## src/rtl/pcm_tx_serializer.sv

```systemverilog
// TDM PCM highway transmitter: 2-entry sample FIFO, frame/bit counter, MSB-first slot serializer.
// Define PCM_TX_LONG_FS_EN for a long (slot-0 wide) frame sync; default is a one-bit-period sync.
module pcm_tx_serializer #(
  parameter int unsigned FRAME_SLOTS = 32,
  parameter int unsigned TX_SLOT     = 0
) (
  input  logic       clk,
  input  logic       reset,
  input  logic [7:0] SD,
  input  logic       SD_VALID,
  output logic       SD_READY,
  input  logic       LAW,
  input  logic       BCLK_EN,
  input  logic       STAT_CLR,
  output logic       PCM_OUT,
  output logic       PCM_OE,
  output logic       PCM_FS,
  output logic       UNDERRUN,
  output logic       OVERFLOW
);

  localparam int unsigned FrameLen = FRAME_SLOTS * 8;
  localparam int unsigned CntW     = $clog2(FrameLen);

  localparam logic [CntW-1:0] LastPos   = CntW'(FrameLen - 1);
  localparam logic [CntW-1:0] SlotStart = CntW'(TX_SLOT * 8);
  localparam logic [CntW-1:0] SlotBits  = CntW'(8);
  localparam logic [7:0]      IdleMu    = 8'hFF;
  localparam logic [7:0]      IdleA     = 8'hD5;

  // Frame position counter
  logic [CntW-1:0] bit_cnt_q, bit_cnt_d;
  logic [CntW-1:0] pos_next;
  logic [CntW-1:0] slot_offset;
  logic            slot_start;
  logic            in_slot;

  // Sample FIFO
  logic [7:0] mem_q [2];
  logic       wr_ptr_q, wr_ptr_d;
  logic       rd_ptr_q, rd_ptr_d;
  logic [1:0] count_q, count_d;
  logic       full;
  logic       empty;
  logic       push;
  logic       pop;

  // Serializer and status
  logic [7:0] shift_q, shift_d;
  logic       out_q, out_d;
  logic       oe_q, oe_d;
  logic       fs_q, fs_d;
  logic       underrun_q, underrun_d;
  logic       overflow_q, overflow_d;
  logic       fs_pos;

  always_comb begin
    pos_next    = (bit_cnt_q == LastPos) ? '0 : bit_cnt_q + CntW'(1);
    bit_cnt_d   = BCLK_EN ? pos_next : bit_cnt_q;
    // Modular offset keeps the slot test free of a lower-bound compare against zero.
    slot_offset = pos_next - SlotStart;
    in_slot     = slot_offset < SlotBits;
    slot_start  = BCLK_EN && (pos_next == SlotStart);
  end

`ifdef PCM_TX_LONG_FS_EN
  assign fs_pos = pos_next < SlotBits;
`else
  assign fs_pos = pos_next == '0;
`endif

  assign full     = count_q == 2'd2;
  assign empty    = count_q == 2'd0;
  assign SD_READY = !full;
  // Pop decision uses the pre-push occupancy, so a same-cycle push into an empty FIFO underruns.
  assign push     = SD_VALID && !full;
  assign pop      = slot_start && !empty;

  always_comb begin
    wr_ptr_d = wr_ptr_q;
    rd_ptr_d = rd_ptr_q;
    count_d  = count_q;
    if (push) begin
      wr_ptr_d = ~wr_ptr_q;
    end
    if (pop) begin
      rd_ptr_d = ~rd_ptr_q;
    end
    unique case ({push, pop})
      2'b10:   count_d = count_q + 2'd1;
      2'b01:   count_d = count_q - 2'd1;
      default: count_d = count_q;
    endcase
  end

  always_comb begin
    shift_d = shift_q;
    out_d   = out_q;
    oe_d    = oe_q;
    fs_d    = fs_q;
    if (BCLK_EN) begin
      if (slot_start) begin
        if (empty) begin
          shift_d = LAW ? IdleA : IdleMu;
        end else begin
          shift_d = mem_q[rd_ptr_q];
        end
      end else if (in_slot) begin
        shift_d = {shift_q[6:0], 1'b0};
      end
      oe_d  = in_slot;
      out_d = in_slot && shift_d[7];
      fs_d  = fs_pos;
    end
  end

  // Set events take priority over a coincident clear.
  always_comb begin
    underrun_d = underrun_q;
    overflow_d = overflow_q;
    if (STAT_CLR) begin
      underrun_d = 1'b0;
      overflow_d = 1'b0;
    end
    if (slot_start && empty) begin
      underrun_d = 1'b1;
    end
    if (SD_VALID && full) begin
      overflow_d = 1'b1;
    end
  end

  always_ff @(posedge clk or negedge reset) begin
    if (!reset) begin
      bit_cnt_q  <= LastPos;
      wr_ptr_q   <= 1'b0;
      rd_ptr_q   <= 1'b0;
      count_q    <= 2'd0;
      shift_q    <= 8'h00;
      out_q      <= 1'b0;
      oe_q       <= 1'b0;
      fs_q       <= 1'b0;
      underrun_q <= 1'b0;
      overflow_q <= 1'b0;
      for (int i = 0; i < 2; i++) begin
        mem_q[i] <= 8'h00;
      end
    end else begin
      bit_cnt_q  <= bit_cnt_d;
      wr_ptr_q   <= wr_ptr_d;
      rd_ptr_q   <= rd_ptr_d;
      count_q    <= count_d;
      shift_q    <= shift_d;
      out_q      <= out_d;
      oe_q       <= oe_d;
      fs_q       <= fs_d;
      underrun_q <= underrun_d;
      overflow_q <= overflow_d;
      if (push) begin
        mem_q[wr_ptr_q] <= SD;
      end
    end
  end

  assign PCM_OUT  = out_q;
  assign PCM_OE   = oe_q;
  assign PCM_FS   = fs_q;
  assign UNDERRUN = underrun_q;
  assign OVERFLOW = overflow_q;

endmodule

```

## config.mk

```make
export PLATFORM = sky130hd
export DESIGN_NAME = pcm_tx_serializer
export DESIGN_NICKNAME = d
export VERILOG_FILES = /design/src/rtl/pcm_tx_serializer.sv
export SDC_FILE = /design/constraint.sdc
export NUM_CORES = 1
export LEC_CHECK = 0
export ABC_AREA = 1
export BUFFER_PORTS_ARGS = -buffer_cell sky130_fd_sc_hd__buf_4
export CAP_MARGIN = 20
export CORE_AREA = 8 8 81 83
export CTS_CLUSTER_DIAMETER = 40
export CTS_CLUSTER_SIZE = 14
export DETAILED_ROUTE_END_ITERATION = 7
export DIE_AREA = 0 0 89 91
export GPL_ROUTABILITY_DRIVEN = 1
export SKIP_LAST_GASP = 1
export SYNTH_ARGS = -nofsm -noshare
export SYNTH_HDL_FRONTEND = slang
export SYNTH_SLANG_ARGS = --single-unit
```

## constraint.sdc

```tcl
create_clock -name clk -period 2.71 [get_ports clk]
set_input_delay 0.1355 -clock clk [delete_from_list [all_inputs] [get_ports clk]]
set_output_delay 0.1355 -clock clk [all_outputs]
set_load 0.03 [all_outputs]
```

==> summary.txt <==
Power Density = 1071 mW/mm^2
Mapped Avg Cell Area = 8.849 sq um
core area = 0.005338 sq mm
total of max-cap violations = 0
CTS tree = done
startpoint types = register
drt via density = 4.616
routability cong. = 0.8511
Hold Fails Final Rpt = 0
vias in the first global route = 1,596
Antenna Violating Nets Remaining = 0
Initial DRT Pass Iterations = 4
Worst Path Class, Setup = register to register
Finished Cell Area = 0.002440 sq mm
register area share after synthesis = 0.5003
unrepaired setup endpoints after global routing = false
outcome = complete, no violations
number of synthesized register bits = 41
CP Capture Type = register
total gr overflow = 0
WL per Instance = 11.98 um
syn_nets = 251
# diodes = 0
Unique masters post-synth = 30
clk sinks = 41
worst reg2reg path depth = 13
first-pass GRT wire length = 7.182 mm
Worst Hold Class = primary input to register
Mapped Area = 0.002071 sq mm
CTS Buf Count = 5
nets@finish = 275
pin count of the biggest net entering global routing = 42
minimum clock period = 2462 ps
Worst-Margin Slew = 534.0 ps
Non-Filler Instances = 331
Yosys Warn Count = 0
reg-to-reg slack, setup = 250 ps
Gate Count Post-Synth = 234
relative slew slack = 0.6440
crit-path max FO = 7
worst hold slack = 42.54 ps
DP Wirelength = 2.943 mm
CP Launch Point = bit_cnt_q[0]
Peak VDD IR = 0.0004799 V
CTS clk-pin slew, worst paths = 80 ps
DR DRC count = 0
Critical Path RT = 2880 ps
io pins = 20
Critical Path Sink = count_q[1]
setup TNS = 0 ps
RR Startpoint = bit_cnt_q[0]
Synth top area share = 0.3988
Lkg Pwr = 1.147 nW
top post-synthesis cells by area = dfrtp_1, nand2_1, dfstp_2, o21ai_0, mux2_2
worst path arrival time = 2630 ps
reg2reg end = count_q[1]
Clock Path Buffers = 2
Die Ht = 91 um
Die Area = 0.008099 sq mm
htree depth = 2
antenna violations before repair = 0
PortBufs = 19
placed insts = 322
Setup-failing EPs final = 0
Starting Density = 0.3880
P&R area growth vs syn = 17.82%
Post-CTS Setup Bufs = 0
area leader, netlist = dfrtp_1
dpl cell area = 0.002293 sq mm
f_max = 406.1 MHz
clk root buf = clkbuf_8
share of layout cells above drive strength 1 = 0.2432
Overall Global Routing Usage = 0.1108
clock insertion delay at the later pin of the skew report = 290 ps
worst clock skew = 5.248 ps
final critical-path share of the clock period = 0.9085
DR iter-0 viols = 71
Slew Limit Fails = 0
Cell Rows = 27
DR vias = 1,528
Post-Route WL = 3.965 mm
die width = 89 um
-- where the power goes --
part           internal, mW  total, mW  switching [mW]
clock                 0.366      0.570           0.204
sequential            0.900       1.09           0.188
combinational         0.391      0.955           0.564
total                  1.66       2.61           0.957
-- cell usage in the layout (no fill, tap or decap), drive strengths merged --
cell,count
nand2,69
dfrtp,33
o21ai,32
inv,28
buf,20
nor2,17
mux2,11
nand3,11
dfstp,8
a21oi,7
clkbuf,5
ha,3
o21bai,2
nand4,2
xnor2,2
bufinv,2
clkinv,2
xor2,1
o22ai,1
or2,1
o211ai,1
dlygate4sd3,1
-- worst max-delay path, stage by stage, from the launching register on --
cell and delay (ps):
dfstp_2 590, ha_1 210, nand2_2 100, nor2_4 100, nand2_2 80, nand3_2 100, nand3_4 100, nor2_8 170
nand2_4 90, nor2_8 120, ha_1 270, a21oi_1 110, o21ai_0 130, xnor2_1 150
-- flip-flops by register name, indices dropped and copies added, names as in the netlist --
| register | flops |
|---|---|
| mem_q | 16 |
| bit_cnt_q | 8 |
| shift_q | 8 |
| count_q | 2 |
| OVERFLOW | 1 |
| PCM_FS | 1 |
| PCM_OE | 1 |
| PCM_OUT | 1 |
| UNDERRUN | 1 |
| rd_ptr_q | 1 |
| wr_ptr_q | 1 |
-- repair_timing --
item,4_1_cts,5_1_grt
hold buffers,1,0
setup endpoints to repair,0,1
endpoints found under the hold margin,33,0
gates resized for setup,0,1
-- cell usage after synthesis --
| master | count |
|---|---|
| buf_2 | 1 |
| nor2_1 | 12 |
| a21oi_1 | 7 |
| nand3_2 | 1 |
| nand4_1 | 2 |
| or2_1 | 1 |
| dfrtp_1 | 33 |
| clkinv_4 | 1 |
| nor2_4 | 2 |
| xnor2_1 | 2 |
| clkbuf_2 | 1 |
| o21ai_1 | 4 |
| nor2_8 | 2 |
| xor2_1 | 1 |
| nand2_2 | 5 |
| o21ai_0 | 28 |
| nand3_4 | 1 |
| o211ai_1 | 1 |
| o22ai_1 | 1 |
| clkbuf_1 | 2 |
| o21bai_1 | 2 |
| nand3_1 | 9 |
| dfstp_2 | 8 |
| ha_1 | 3 |
| mux2_2 | 11 |
| nor2_2 | 1 |
| nand2_1 | 62 |
| inv_1 | 27 |
| nand2_4 | 2 |
| inv_2 | 1 |
-- area by class of cell --
class                           count  area (sq um)
Clock buffer                        5         68.82
Clock inverter                      3         65.06
Fill cell                         563          2898
Inverter                           29         116.4
Multi-Input combinational cell    160         903.4
Sequential cell                    41          1036
Tap cell                           72         90.09
Timing Repair Buffer               21         160.2
-- how the worst min path moves through the flow --
stage	depth (start not counted)	startpoint	slack, ps	end
after global placement	1	reset	150	mem_q[2]
after floorplan	0	reset	-160	OVERFLOW
after global routing	2	STAT_CLR	30	OVERFLOW
final	2	STAT_CLR	40	OVERFLOW
after CTS	2	STAT_CLR	30	OVERFLOW
after detailed placement	1	reset	150	mem_q[10]
-- metal layers --
metal  vias up  wire length (um)  global-route usage
met5         -                 0                   0
met4         0                53             0.03745
met3         6               137             0.03153
met2        24              1781              0.1738
met1       701              1992              0.1416
li1        797                 -                   -
-- kinds of logic (layout without fill, tap and decap cells) --
group	Yosys count	after routing	synth area share
DFF	41	41	0.5003
adders and majority gates	3	3	0.01813
xor gates and xnor gates	3	3	0.01269
and+or+nand+nor	100	100	0.2375
AOI/OAI and AO/OA	43	43	0.1082
muxes	11	11	0.05982
buffers and inverters	33	58	0.06344
-- stage by stage --
step | power [mW] | setup slack (ps) | util
floorplan | 1.802 | 480.0 | -
global placement | 2.053 | 382.2 | 0.4297
detailed placement | 2.063 | 268.6 | 0.4297
CTS | 2.653 | 239.2 | 0.4566
global route | 2.829 | 18.43 | 0.4571
finish | 2.613 | 247.8 | 0.4571
Power figures use the tool's default switching activity.
